File: config.mk
export PLATFORM = sky130hd
export DESIGN_NAME = mux_scan_n
export DESIGN_NICKNAME = d
export VERILOG_FILES = /design/src/rtl/mux_scan_n.sv
export SDC_FILE = /design/constraint.sdc
export NUM_CORES = 1
export LEC_CHECK = 0
export ABC_AREA = 1
export CORE_MARGIN = 2
export CORE_UTILIZATION = 41
export CTS_CLUSTER_SIZE = 16
export DETAILED_ROUTE_END_ITERATION = 10
export MAX_ROUTING_LAYER = met4
export PLACE_DENSITY = 0.81
export SKIP_LAST_GASP = 1
export SYNTH_ARGS = -nofsm -noshare
export SYNTH_HDL_FRONTEND = slang
export SYNTH_SLANG_ARGS = --single-unit
export TNS_END_PERCENT = 50
File: constraint.sdc
create_clock -name clk -period 1.65 [get_ports clk]
set_input_delay 0.33 -clock clk [delete_from_list [all_inputs] [get_ports clk]]
set_output_delay 0.33 -clock clk [all_outputs]
set_load 0.1 [all_outputs]
File: src/rtl/mux_scan_n.sv
// Registered N-way channel mux with manual select and an auto-scan mode that
// dwells dwell+1 cycles per channel; chg pulses whenever the index moves.
module mux_scan_n #(
  parameter int W    = 8,
  parameter int SELW = 2,
  parameter int CW   = 8
) (
  input  logic                      clk,
  input  logic                      rst,
  input  logic [(2**SELW)*W-1:0]    din,
  input  logic                      mode,
  input  logic [SELW-1:0]           sel_in,
  input  logic [CW-1:0]             dwell,
  input  logic                      hold,
  output logic [W-1:0]              dout,
  output logic [SELW-1:0]           sel_out,
  output logic                      chg
);

  localparam int N = 2**SELW;

  typedef struct packed {
    logic [SELW-1:0] sel;
    logic [CW-1:0]   cnt;
  } scan_t;

  logic [N-1:0][W-1:0] ch;
  scan_t               cur, nxt;

  assign ch = din;

  // cnt only increments while below dwell, so it can never wrap.
  always_comb begin
    nxt = cur;
    if (!mode) begin
      nxt.sel = sel_in;
      nxt.cnt = '0;
    end else if (!hold) begin
      if (cur.cnt >= dwell) begin
        nxt.sel = cur.sel + SELW'(1);
        nxt.cnt = '0;
      end else begin
        nxt.cnt = cur.cnt + CW'(1);
      end
    end
  end

  always_ff @(posedge clk or posedge rst) begin
    if (rst) begin
      cur  <= '0;
      dout <= '0;
      chg  <= 1'b0;
    end else begin
      cur  <= nxt;
      dout <= ch[cur.sel];
      chg  <= (nxt.sel != cur.sel);
    end
  end

  assign sel_out = cur.sel;

endmodule

==> results.toml <==
[status]
status = "finished, violations left"
violations = "negative setup slack"

[global_route]
grt_use_total_pct = 18.80
grt_first_pass_wirelength_um = 4995
grt_max_degree = 20
grt_pass1_vias = 1147
antenna_found_initial = 0
grt-ovfl-total = 0

[yosys]
syn_nets = 212
netlist_area_sq_um = 1264
synth_compound_area_share_pct = 17.33
synth_top_family_by_area = "simple AND/OR/NAND/NOR gates"
synthCells = 157
ys_types = 27
synth-xor-area-share_pct = 4.158
ys_ff_latch = 19
synthAdderAreaFrac_pct = 8.911
syn-mean-instance-area_sq_um = 8.049
synth.mux.area_fraction_pct = 0
synth-simple-area-share_pct = 21.68
yosysSeqAreaShare_pct = 37.62
yosysWarnings = 0

[placed_design]
place_inst = 247
gp_congestion = 0.8319
hpwl_um = 2458
portBuffers = 56

[clocking]
h-tree-depth = 1
cts.path.max_buffers = 2
clk_latency_ps = 290
cts_buffers = 3
cts.sinks = 19
clockRootBuffer = "clkbuf_4"
cts_tree = "built"
cts.reportedPaths.clkPinSlew_ps = 110

[sta]
hold_viol = 0
maxSlewHeadroom_pct = 65.85
period_needed_ps = 1658
setup_slack_ps = -8.033
tightest_slew_ps = 511.7
post-route-period-util_pct = 100.5
whs_ps = 350.8
rsz0062_at_grt = "yes"
clock_skew_ps = 8.366
finalSetupViolations = 1
drv_slew = 0
max_freq_mhz = 603.1

[worst_setup_path]
crit_type = "reg2reg"
arrival_ps = 1830
path_cells = "ha_4 > nand2_2 > nor2_2 > nand4_1 > nand3_2 > nand3_2 > nand2_2 > nand3_2 > nand3_1 > nand3_1"
worstPathRequired_ps = 1820
cp_slowest_stage_delay_ps = 430
cp_common_cell = "nand3_2"
end_kind = "flip-flop"
slowest_stage = "dfrtp_1"
cp-start-kind = "flip-flop"
worstPathMaxFanout = 4

[routing]
wire_per_inst_um = 12.92
ant_nets = 0
drc = 0
vias_per_cell = 5.027
drtPass1Iterations = 4
wirelength_um = 3308
drt_iter0_markers = 80
vias = 1287

[die]
dieArea_sq_um = 3542
pin_count = 57
die_h_um = 59.52
die_w_um = 59.52
num_rows = 20
initial_core_util_pct = 42.08
core_area_sq_um = 3003

[cells_and_area]
final_cells = 256
final_common_cell = "clkdlybuf4s50_1"
final_cell_mix = "clkdlybuf4s50_1 (38), inv_1 (19), dfrtp_1 (19), nor2_1 (17), o21ai_0 (16)"
diodes = 0
syn_to_final_growth_pct = 71.68
layout-drive-gt1-share_pct = 26.46
fin_nets = 279

[power_and_ir_drop]
cellLeakagePower_uw = 0.0009845
powerDensity_nw_per_um2 = 718.2
ir_worst_vdd_uv = 545.0

[min_path]
worst_hold_path_type = "in2async"

[job]
maxCapViolCount = 0
layer usage:
metal / GRT usage [%] / vias up / share of wire, %
li1: - / 660 / -
met1: 23.30 / 595 / 42
met2: 32.18 / 28 / 53
met3: 3.275 / 4 / 3.2
met4: 3.810 / 0 / 0.97
met5: - / - / 0
final timing paths:
check	startpoint	end	slack, ps	depth (start not counted)
max	cur[6]	chg	-8	10
min	rst	cur[6]	350	3
min in group clk	cur[0]	cur[0]	600	2
min reg2reg	cur[0]	cur[0]	600	2
max in group asynchronous	rst	dout[3]	1090	3
max reg2reg	cur[6]	chg	-8	10
registers in the layout (all words and copies together) (netlist names):
| signal | flops |
|---|---|
| chg | 1 |
| cur | 8 |
| dout | 8 |
| sel_out | 2 |
worst max-delay path: cells and delay by family (launching register included):
kind | cells | cell delay [ps]
AND/OR/NAND/NOR | 9 | 830
flip-flops | 1 | 430
adder cells (fa/ha/maj) | 1 | 270
metrics by stage:
step / total power (uW) / setup slack (ps) / cell area (sq um) / util [%] / TNS [ps]
after floorplan: 974.2 / 148.8 / 1264 / - / 0
after global placement: 1305 / -418.6 / 1999 / 66.58 / -4105
after detailed placement: 1315 / -454.1 / 1999 / 66.58 / -4331
after CTS: 1555 / -11.76 / 2085 / 69.42 / -11.76
after global routing: 1637 / -113.2 / 2170 / 72.25 / -695.8
final: 1558 / -8.033 / 2170 / 72.25 / -8.033
final cells by class:
cell class | instances | area, sq um
Clock buffer | 4 | 26.28
Multi-Input combinational cell | 106 | 773.2
Fill cell | 245 | 833.3
Timing Repair Buffer | 69 | 759.5
Inverter | 25 | 93.84
Tap cell | 33 | 41.29
Sequential cell | 19 | 475.5
synth_stat cells, drive strengths merged:
master / number / share of area (%)
o21ai: 17 / 6.7
clkbuf: 2 / 0.59
inv: 25 / 7.4
a21o: 1 / 0.59
ha: 9 / 8.9
nand2: 16 / 4.8
buf: 5 / 2.3
dfrtp: 19 / 38
and2: 1 / 0.50
nand3b: 1 / 1.6
o22ai: 15 / 7.4
nor3: 3 / 2.5
nand4: 2 / 0.99
or2: 2 / 0.99
o211ai: 3 / 1.8
xor2: 5 / 3.5
a21oi: 2 / 0.79
nor2: 19 / 5.6
nand3: 9 / 4.8
xnor2: 1 / 0.69
where the power goes:
part           internal [uW]  switching, uW  total, uW
sequential               509           43.1        552
clock                   93.9            138        232
combinational            321            454        775
repair_timing:
item / 4_1_cts / 5_1_grt
pin swaps: 19 / 14
gates cloned: 0 / 0
setup buffers: 1 / 4
hold buffers: 0 / 0
gates resized for setup: 19 / 11
endpoints found under the setup margin: 11 / 12
cells by family (layout without fill, tap and decap cells):
kind of cell             after synthesis  in the layout
adder cells (fa/ha/maj)                9              9
AND/OR/NAND/NOR                       53             53
AO/OA/AOI/OAI                         38             38
XOR/XNOR                               6              6
flip-flops                            19             19
buffers and inverters                 32             98
No activity file was read; power rests on OpenSTA's default activity.
